==> config.mk <==
export PLATFORM = sky130hd
export DESIGN_NAME = cache_refill_controller
export DESIGN_NICKNAME = d
export VERILOG_FILES = /design/src/rtl/cache_ctrl_pkg.sv /design/src/rtl/cache_perf_counters.sv /design/src/rtl/cache_refill_controller.sv
export SDC_FILE = /design/constraint.sdc
export NUM_CORES = 1
export LEC_CHECK = 0
export BUFFER_PORTS_ARGS = -buffer_cell sky130_fd_sc_hd__buf_2
export CAP_MARGIN = 10
export CORE_AREA = 2 2 116 118
export CTS_CLUSTER_SIZE = 12
export DETAILED_ROUTE_END_ITERATION = 8
export DIE_AREA = 0 0 118 120
export PLACE_DENSITY_LB_ADDON = 0.3
export SYNTH_ARGS = -nofsm -noshare
export SYNTH_HDL_FRONTEND = slang
export SYNTH_SLANG_ARGS = --single-unit
==> constraint.sdc <==
create_clock -name clk -period 3 [get_ports clk]
set_input_delay 0.45 -clock clk [delete_from_list [all_inputs] [get_ports clk]]
set_output_delay 0.45 -clock clk [all_outputs]
set_load 0.05 [all_outputs]
==> src/rtl/cache_ctrl_pkg.sv <==
// ---------------------------------------------------------------------------
// cache_ctrl_pkg
// Shared definitions for the cache refill controller: default widths and the
// controller state encoding.
// ---------------------------------------------------------------------------
package cache_ctrl_pkg;

    localparam int DEF_DATA_WIDTH     = 32;
    localparam int DEF_ADDR_WIDTH     = 32;
    localparam int DEF_PERF_CNT_WIDTH = 32;

    typedef enum logic [2:0] {
        IDLE      = 3'd0,
        LOOKUP    = 3'd1,
        MEM_READ  = 3'd2,
        MEM_WRITE = 3'd3,
        FILL      = 3'd4,
        RESPOND   = 3'd5
    } state_t;

    // True while a main-memory transaction is outstanding.
    function automatic logic is_mem_state(input state_t s);
        return (s == MEM_READ) || (s == MEM_WRITE);
    endfunction

endpackage

==> src/rtl/cache_perf_counters.sv <==
// ---------------------------------------------------------------------------
// cache_perf_counters
// Three free-running event counters (hits, misses, memory stall cycles).
// All counters clear on reset and wrap modulo 2^CNT_WIDTH.
//
// Ports:
//   clk, rst          clock, synchronous active-high reset
//   i_hit_inc         count one lookup hit this cycle
//   i_miss_inc        count one lookup miss this cycle
//   i_stall_inc       count one memory stall cycle
//   o_hit_count       hit counter
//   o_miss_count      miss counter
//   o_stall_cycles    stall-cycle counter
// ---------------------------------------------------------------------------
module cache_perf_counters #(
    parameter int CNT_WIDTH = 32
) (
    input  logic                 clk,
    input  logic                 rst,
    input  logic                 i_hit_inc,
    input  logic                 i_miss_inc,
    input  logic                 i_stall_inc,
    output logic [CNT_WIDTH-1:0] o_hit_count,
    output logic [CNT_WIDTH-1:0] o_miss_count,
    output logic [CNT_WIDTH-1:0] o_stall_cycles
);

    logic [CNT_WIDTH-1:0] r_hit;
    logic [CNT_WIDTH-1:0] r_miss;
    logic [CNT_WIDTH-1:0] r_stall;

    always_ff @(posedge clk) begin
        if (rst) begin
            r_hit   <= '0;
            r_miss  <= '0;
            r_stall <= '0;
        end else begin
            if (i_hit_inc)   r_hit   <= r_hit + 1'b1;
            if (i_miss_inc)  r_miss  <= r_miss + 1'b1;
            if (i_stall_inc) r_stall <= r_stall + 1'b1;
        end
    end

    assign o_hit_count    = r_hit;
    assign o_miss_count   = r_miss;
    assign o_stall_cycles = r_stall;

endmodule

==> src/rtl/cache_refill_controller.sv <==
// ---------------------------------------------------------------------------
// cache_refill_controller
// Sequences a two-way associative cache against main memory for one CPU
// load/store port: lookup, miss refill, and write-through with
// write-allocate. One request is in flight at a time.
//
// Optional feature macro: CACHE_PERF_COUNTERS_EN adds hit/miss/stall
// counter outputs; without it the ports and logic are absent and timing
// is unchanged.
//
// Ports:
//   clk, rst                  clock, synchronous active-high reset
//   req_*_i / req_ready_o     CPU request handshake (accept in IDLE only)
//   resp_valid_o/resp_rdata_o one-cycle completion pulse, load data
//   cache_addr_o/cache_data_o address and fill data to the cache
//   cache_overwrite_o         cache write strobe (FILL state only)
//   cache_data_i/cache_hit_i  combinational cache lookup result
//   mem_req_o/mem_we_o        memory request (held until mem_ack_i)
//   mem_addr_o/mem_wdata_o    memory address / write data
//   mem_rdata_i/mem_ack_i     memory read data / completion
//   hit_count_o, miss_count_o, stall_cycles_o   (macro only) perf counters
// ---------------------------------------------------------------------------
module cache_refill_controller
    import cache_ctrl_pkg::*;
#(
    parameter int DATA_WIDTH     = DEF_DATA_WIDTH,
    parameter int ADDR_WIDTH     = DEF_ADDR_WIDTH,
    parameter int PERF_CNT_WIDTH = DEF_PERF_CNT_WIDTH
) (
    input  logic                  clk,
    input  logic                  rst,
    input  logic                  req_valid_i,
    input  logic                  req_we_i,
    input  logic [ADDR_WIDTH-1:0] req_addr_i,
    input  logic [DATA_WIDTH-1:0] req_wdata_i,
    output logic                  req_ready_o,
    output logic                  resp_valid_o,
    output logic [DATA_WIDTH-1:0] resp_rdata_o,
    output logic [ADDR_WIDTH-1:0] cache_addr_o,
    output logic [DATA_WIDTH-1:0] cache_data_o,
    output logic                  cache_overwrite_o,
    input  logic [DATA_WIDTH-1:0] cache_data_i,
    input  logic                  cache_hit_i,
    output logic                  mem_req_o,
    output logic                  mem_we_o,
    output logic [ADDR_WIDTH-1:0] mem_addr_o,
    output logic [DATA_WIDTH-1:0] mem_wdata_o,
    input  logic [DATA_WIDTH-1:0] mem_rdata_i,
    input  logic                  mem_ack_i
`ifdef CACHE_PERF_COUNTERS_EN
    ,
    output logic [PERF_CNT_WIDTH-1:0] hit_count_o,
    output logic [PERF_CNT_WIDTH-1:0] miss_count_o,
    output logic [PERF_CNT_WIDTH-1:0] stall_cycles_o
`endif
);

    state_t                r_state;
    logic [ADDR_WIDTH-1:0] r_addr;
    logic [DATA_WIDTH-1:0] r_wdata;
    logic                  r_we;
    logic [DATA_WIDTH-1:0] r_fill;
    logic [DATA_WIDTH-1:0] r_rdata;

    logic w_mem_state;
    assign w_mem_state = is_mem_state(r_state);

    always_ff @(posedge clk) begin
        if (rst) begin
            r_state <= IDLE;
            r_addr  <= '0;
            r_wdata <= '0;
            r_we    <= 1'b0;
            r_fill  <= '0;
            r_rdata <= '0;
        end else begin
            case (r_state)
                IDLE: begin
                    if (req_valid_i) begin
                        r_addr  <= req_addr_i;
                        r_wdata <= req_wdata_i;
                        r_we    <= req_we_i;
                        // Stores skip the lookup: write-through always goes
                        // to memory and then allocates in the cache.
                        r_state <= req_we_i ? MEM_WRITE : LOOKUP;
                    end
                end
                LOOKUP: begin
                    if (cache_hit_i) begin
                        r_rdata <= cache_data_i;
                        r_state <= RESPOND;
                    end else begin
                        r_state <= MEM_READ;
                    end
                end
                MEM_READ, MEM_WRITE: begin
                    if (mem_ack_i) begin
                        // Both memory states end in the same fill; only the
                        // source of the fill word and the load-data update differ.
                        r_fill <= r_we ? r_wdata : mem_rdata_i;
                        if (!r_we) r_rdata <= mem_rdata_i;
                        r_state <= FILL;
                    end
                end
                FILL:    r_state <= RESPOND;
                RESPOND: r_state <= IDLE;
                default: r_state <= IDLE;
            endcase
        end
    end

    // All handshake outputs decode the registered state only.
    assign req_ready_o       = (r_state == IDLE);
    assign resp_valid_o      = (r_state == RESPOND);
    assign resp_rdata_o      = r_rdata;
    assign cache_addr_o      = r_addr;
    assign cache_data_o      = r_fill;
    assign cache_overwrite_o = (r_state == FILL);
    assign mem_req_o         = w_mem_state;
    assign mem_we_o          = (r_state == MEM_WRITE);
    assign mem_addr_o        = r_addr;
    assign mem_wdata_o       = r_wdata;

`ifdef CACHE_PERF_COUNTERS_EN
    logic w_hit_inc;
    logic w_miss_inc;
    logic w_stall_inc;

    assign w_hit_inc   = (r_state == LOOKUP) &&  cache_hit_i;
    assign w_miss_inc  = (r_state == LOOKUP) && !cache_hit_i;
    assign w_stall_inc = w_mem_state && !mem_ack_i;

    cache_perf_counters #(
        .CNT_WIDTH (PERF_CNT_WIDTH)
    ) u_perf (
        .clk            (clk),
        .rst            (rst),
        .i_hit_inc      (w_hit_inc),
        .i_miss_inc     (w_miss_inc),
        .i_stall_inc    (w_stall_inc),
        .o_hit_count    (hit_count_o),
        .o_miss_count   (miss_count_o),
        .o_stall_cycles (stall_cycles_o)
    );
`endif

endmodule
Word level (Yosys, flattened, before mapping)
Index checks and enable logic that the tools add are counted.

storage, ports and cells
  bits in registers = 132
  word-level logic and storage cells = 33

operators by class
  equality and inequality tests = 9
  multiplexer cells = 10
  reductions and logical operators = 8

operators with widths
  cell                  number
  $mux W32              4
  $pmux W32 S2          1
  $pmux W3 S4           1
  $mux W3               3
  $ne A2 B2 Y1 const B  4
  $eq A3 B2 Y1 const B  2
  $eq A3 B3 Y1 const B  2
  $reduce_and A2 Y1     3
  $reduce_and A4 Y1     1
  $eq A3 B1 Y1 const B  1
  $logic_not A3 Y1      1
  $mux W2               1
  $reduce_bool A2 Y1    1
  $reduce_or A2 Y1      1
  $logic_or A1 B1 Y1    1

Depth between registers and ports, before layout
Gate-level depths: netlist of the first run.

  word-level depth = 4
  depth in mapped cells = 6
  gate-level depth less buffers = 3

Least setup slack after synthesis of the first run
No wires, ideal clock.

  kind = reg2out
  start point = register r_state[1]
  end point = output mem_we_o
  stages on the path, launching flop included = 5
  path buffers = 2
  setup slack = 0.555 ns
  data arrival time = 1.995 ns
  cells stage by stage = dfxtp_1 > buf_2 > buf_2 > nor2b_1 > and2_1

between the ends
  longest elaborated chain between the ends = 1

RTL lines
  what                    line                            text
  start, declared         cache_refill_controller.sv:58   state_t r_state;
  start signal, assigned  cache_refill_controller.sv:85   r_state <= req_we_i ? MEM_WRITE : LOOKUP;
  $eq A3 B2 Y1            cache_refill_controller.sv:120  assign mem_we_o = (r_state == MEM_WRITE);
  end, declared           cache_refill_controller.sv:45   output logic mem_we_o,

No other way between the ends.

Final worst setup path of the first run
  start point = register r_state[2]
  end point = output mem_we_o

Same word-level chain as after synthesis.

==> results of run 1 <==
==> stage by stage <==
step           total power [W]  worst slack, ns  cells    util  instance area (µm²)
2_1_floorplan         0.005001           0.5550    671       -                 5843
3_5_place_dp          0.005648           0.8350   1064  0.5492                 7128
5_1_grt               0.007993           0.4614   1096  0.5942                 7712
3_3_place_gp          0.005630           0.8471   1064  0.5492                 7128
6_report              0.007632           0.5835   1096  0.5942                 7712
4_1_cts               0.007702           0.5353   1094  0.5938                 7707
==> worst paths after layout <==
check	start	end	slack, ns
worst min-delay path	req_wdata_i[14]	mem_wdata_o[14]$_SDFFE_PP0P_	0.28
worst max register to register	r_state[2]$_SDFFE_PP0P_	resp_rdata_o[17]$_SDFFE_PP0P_	0.82
worst min register to register	resp_rdata_o[24]$_SDFFE_PP0P_	resp_rdata_o[24]$_SDFFE_PP0P_	0.45
worst max-delay path	r_state[2]$_SDFFE_PP0P_	mem_we_o	0.58
==> metal layers <==
layer	share of wire	wire (µm)	GRT usage
met1	0.42	7097	0.2827
met2	0.49	8256	0.3910
met3	0.065	1091	0.06226
met4	0.021	361	0.1032
met5	0	0	0
==> layout make-up <==
type | instances | area, µm² | share of cell area
sequential | 132 | 2646 | 0.3431
multi-input combinational | 414 | 2536 | 0.3288
timing repair buffer | 309 | 1602 | 0.2077
clock buffer | 26 | 509.2 | 0.06603
tap | 176 | 220.2 | 0.02855
inverter | 33 | 123.9 | 0.01606
clock inverter | 4 | 70.07 | 0.009085
antenna | 2 | 5.005 | 0.0006489
==> kinds of logic (layout without fill, tap and decap cells) <==
| group | after synthesis | in the layout |
|---|---|---|
| and+or+nand+nor | 180 | 180 |
| AOI/OAI and AO/OA | 170 | 170 |
| DFF | 132 | 132 |
| buffers and inverters | 125 | 372 |
| muxes | 64 | 64 |
| other | 0 | 2 |
==> critical path, delay by kind of cell (launching register included) <==
family                 cells  cell delay [ns]
buffers and inverters      1             0.21
and+or+nand+nor            2             0.46
DFF                        1             0.89
==> power groups by stage <==
stage | logic [W] | registers, W | clock network (W)
6_report | 0.00321 | 0.00239 | 0.00203
5_1_grt | 0.00340 | 0.00244 | 0.00216
4_1_cts | 0.00323 | 0.00239 | 0.00208
3_5_place_dp | 0.00323 | 0.00242 | 0
3_3_place_gp | 0.00321 | 0.00242 | 0
2_1_floorplan | 0.00155 | 0.00345 | 0
==> synthesized netlist by cell type (all sizes together) <==
cell type,n
nor2b,4
nand2,131
buf,67
nor3,1
and3b,1
a2111oi,2
nor2,36
inv,33
nand3b,2
o21ai,2
nor3b,1
a21oi,66
clkbuf,25
and2,2
mux2i,32
dfxtp,132
mux2,32
o21a,1
nor4b,1
a21o,1
a22o,1
or4b,1
a211oi,97
==> cell usage in the layout, fill, tap and decap left out, drive strengths merged, types with 4 or more instances in the layout <==
master | synthesis | final
nor2 | 36 | 36
dfxtp | 132 | 132
mux2i | 32 | 32
inv | 33 | 33
mux2 | 32 | 32
buf | 67 | 309
a21oi | 66 | 66
nand2 | 131 | 131
nor2b | 4 | 4
clkbuf | 25 | 26
a211oi | 97 | 97
==> state kept, by name, summed over array words and instances, names as in the netlist <==
name,flops
mem_wdata_o,32
r_state,3
r_we,1
resp_rdata_o,32
cache_data_o,32
cache_addr_o,32
==> qor.txt, run 1 <==
Gate power share = 0.420
routed length per instance = 15.33 µm
Root Driver = clkbuf_16
HP Class = input pin to register
Mapped Cells = 671
sequential fraction of the synthesis area = 0.4522
crit path max fanout = 45
Worst-Margin Slew = 1.113 ns
vias per std cell = 5.007
fraction of final layout cells sized beyond drive strength 1 = 0.4074
drt initial violations = 226
Fin. Hold Viols = 0
Net Sw Frac = 0.4416
setup_tns = 0 ns
Synth Register Bits = 132
Worst-Skew Late Latency = 0.41 ns
multiplexer share of the synthesized area = 0.1165
row count = 42
post-synth cell types = 27
gr ovfl total = 0
r2r worst-path depth = 2
Cell Int Power = 0.004261 W
post-synth top area cell = dfxtp_1
hold path depth = 3
RSZ-0062 raised after global routing = false
Crit Path Class = register to output pin
HPWL after DPL = 11560 µm
clk buf depth = 2
DRC = 0
vias in the first global route = 5048
H-tree depth = 4
Crit-path slowest cell = dfxtp_2
routed vias = 5488
final period utilization = 0.8055
CTS tree = yes
Pleak = 3.494 nW
clk slew on worst S/H paths = 0.06 ns
largest cells by area after synthesis = dfxtp_1, a211oi_1, nand2_1
ANT nets after route = 0
antenna violations before repair = 2
largest family of logic cells by synthesized area = compound AO/OA/AOI/OAI gates
Setup Buffers After CTS = 0
top-area cell type share of the netlist area = 0.4522
Critical Path AT = 1.97 ns
Clk pwr share = 0.266
Worst Skew = 0.006422 ns
GRT Util Overall = 0.2337
crit end category = output pin
RePlAce Congestion = 0.8151
core area = 12980 µm²
first-pass GRT wire length = 26140 µm
IO buf count = 298
hold slack final = 0.2754 ns
die area = 14160 µm²
compound-gate portion of the synthesized area = 0.1910
Final nets = 1041
final wirelength = 16810 µm
VDD IR-drop max = 0.4179 mV
# resized after CTS = 0
Synth Area per Inst = 8.708 µm²
synthesized area = 5843 µm²
slew margin rel. = 0.2578
Num CTS Buffers = 17
min cycle time layout = 2.416 ns
pwr/cell area = 989.5 nW/µm²
CP max stage delay = 0.89 ns
num ports = 299
sequential group share of total power = 0.313
Fillers = 1219
simple-gate share of the synthesized area = 0.1248
Synth Warn # = 0
1st-pass router iterations = 4
Worst setup SP type = register
Adder-Cell Fraction of Synth Area = 0
largest net degree at the start of global routing = 83
Final Slew Violations = 0
Req. time, crit path = 2.55 ns
XOR/XNOR Fraction of Synth Area = 0
worst path cell trace = nor2b_1 > and2_1 > buf_2
area grow syn2layout = 31.99%
Die X = 118 µm
switching power = 0.003370 W
outcome = finished clean
Max Freq = 0.4138 GHz
Starting Density = 0.4502
# hold bufs at CTS = 0
CTS Sinks = 132
chip height = 120 µm
Max Cap Viol = 0
syn_nets = 805
Final Setup Violations = 0
Power figures use the tool's default switching activity.
==> inputs of run 2 (changes only) <==
CORE_AREA = default   (was 2 2 116 118)
CORE_UTILIZATION = 41   (was default)
DIE_AREA = default   (was 0 0 118 120)
clock period = 2.1 ns   (was 3 ns; I/O delays follow)
==> run 2 against run 1 <==
  * Sequential power rose by 39%
  * Die area rose by 4.0%
  * Cell area rose by 0.89%
  * Sequential cell count did not move
  * Global-route usage fell by 0.66 points
==> qor.txt, run 2 (synthesis results as in run 1) <==
final core occ = 0.5606
Total Power = 0.01090 W
HPWL after DPL = 11940 µm
1st-pass router iterations = 4
RSZ-0062 raised after global routing = false
gr ovfl total = 0
core area = 13880 µm²
vias per std cell = 4.960
Root Driver = clkbuf_16
setup_tns = 0 ns
placed cell count = 1076
IO buf count = 298
clk buf depth = 2
Max Freq = 0.5121 GHz
Fin. Hold Viols = 0
Critical Path AT = 1.64 ns
row count = 43
GRT Util Overall = 0.2272
Pleak = 3.528 nW
Final Setup Violations = 0
crit path max fanout = 15
launching point of the worst reg2reg path = r_state[2]$_SDFFE_PP0P_
Max Cap Viol = 0
Die X = 121.4 µm
CTS tree = yes
Worst-Margin Slew = 0.7499 ns
Req. time, crit path = 1.78 ns
Final nets = 1049
# hold bufs at CTS = 0
routed length per instance = 15.30 µm
Fillers = 1321
Crit Path Class = register to output pin
ANT nets after route = 0
fraction of final layout cells sized beyond drive strength 1 = 0.4181
final period utilization = 0.9299
Num CTS Buffers = 17
R2R setup slack = 0.36 ns
# resized after CTS = 0
chip height = 121.4 µm
num ports = 299
first-pass GRT wire length = 25740 µm
pwr/cell area = 1401 nW/µm²
Final Slew Violations = 0
Worst-Skew Late Latency = 0.41 ns
RePlAce Congestion = 0.7756
Starting Density = 0.4209
Min-Delay Endpoint = mem_wdata_o[16]$_SDFFE_PP0P_
CTS Sinks = 132
RR Endpoint = mem_wdata_o[3]$_SDFFE_PP0P_
HP Class = input pin to register
most frequent cells in the layout = buf_2, nand2_1, dfxtp_1, a211oi_1, a21oi_1
area grow syn2layout = 33.17%
hold slack final = 0.1388 ns
largest net degree at the start of global routing = 66
VDD IR-drop max = 0.6523 mV
critical hold path startpoint = req_wdata_i[16]
drt initial violations = 198
Worst setup SP type = register
slew margin rel. = 0.5001
crit end category = output pin
final wirelength = 16970 µm
Setup Buffers After CTS = 0
vias in the first global route = 5036
H-tree depth = 4
Worst Skew = 0.008684 ns
hold path depth = 3
die area = 14730 µm²
outcome = finished clean
clk slew on worst S/H paths = 0.06 ns
post-route insts no fill = 1109
antenna violations before repair = 1
DRC = 0
routed vias = 5501
commonest non-fill, non-tap cell in the layout = buf_2
r2r worst-path depth = 3
min cycle time layout = 1.953 ns
## run 2: area by class of cell
class | count | area (µm²) | share of cell area
tap | 180 | 225.2 | 0.02894
clock buffer | 23 | 488.0 | 0.06271
multi-input combinational | 414 | 2544 | 0.3269
clock inverter | 9 | 77.57 | 0.009969
sequential | 132 | 2646 | 0.3401
antenna | 1 | 2.502 | 0.0003216
inverter | 33 | 123.9 | 0.01592
timing repair buffer | 317 | 1674 | 0.2151
## run 2: layer usage
| metal | track usage | wire [µm] | vias up |
|---|---|---|---|
| li1 | - | - | 2761 |
| met2 | 0.3810 | 8200 | 212 |
| met1 | 0.2730 | 7256 | 2505 |
| met3 | 0.06767 | 1204 | 23 |
| met5 | 0 | 0 | - |
| met4 | 0.08179 | 312 | 0 |
## run 2: worst max path at each step
| stage | start | to | slack [ns] | cells past startpoint |
|---|---|---|---|---|
| 6_report | r_state[1]$_SDFFE_PP0P_ | mem_we_o | 0.15 | 3 |
| 5_1_grt | r_state[1]$_SDFFE_PP0P_ | mem_we_o | 0.07 | 3 |
| 4_1_cts | r_state[1]$_SDFFE_PP0P_ | mem_we_o | 0.12 | 3 |
| 3_5_place_dp | r_state[2]$_SDFFE_PP0P_ | cache_addr_o[27]$_SDFFE_PP0P_ | 0.38 | 3 |
| 3_3_place_gp | r_state[2]$_SDFFE_PP0P_ | mem_wdata_o[7]$_SDFFE_PP0P_ | 0.41 | 3 |
| 2_1_floorplan | r_state[1]$_SDFFE_PP0P_ | mem_we_o | 0.07 | 4 |
## run 2: report_power, final
| part | internal [W] | total (W) | switching, W |
|---|---|---|---|
| clock | 0.00174 | 0.00281 | 0.00107 |
| combinational | 0.00126 | 0.00475 | 0.00349 |
| sequential | 0.00300 | 0.00333 | 0.000330 |
## run 2: worst max-delay path, cell delays in order (launching register included)
cell     delay (ns)
dfxtp_2        0.52
nor2b_2        0.30
and2_1         0.15
buf_2          0.26
## run 2: through the flow
| step | setup slack (ns) | area, µm² |
|---|---|---|
| after floorplan | 0.07326 | 5851 |
| after global placement | 0.4111 | 7213 |
| after detailed placement | 0.3788 | 7213 |
| after CTS | 0.1234 | 7779 |
| after global routing | 0.07356 | 7779 |
| final | 0.1471 | 7781 |
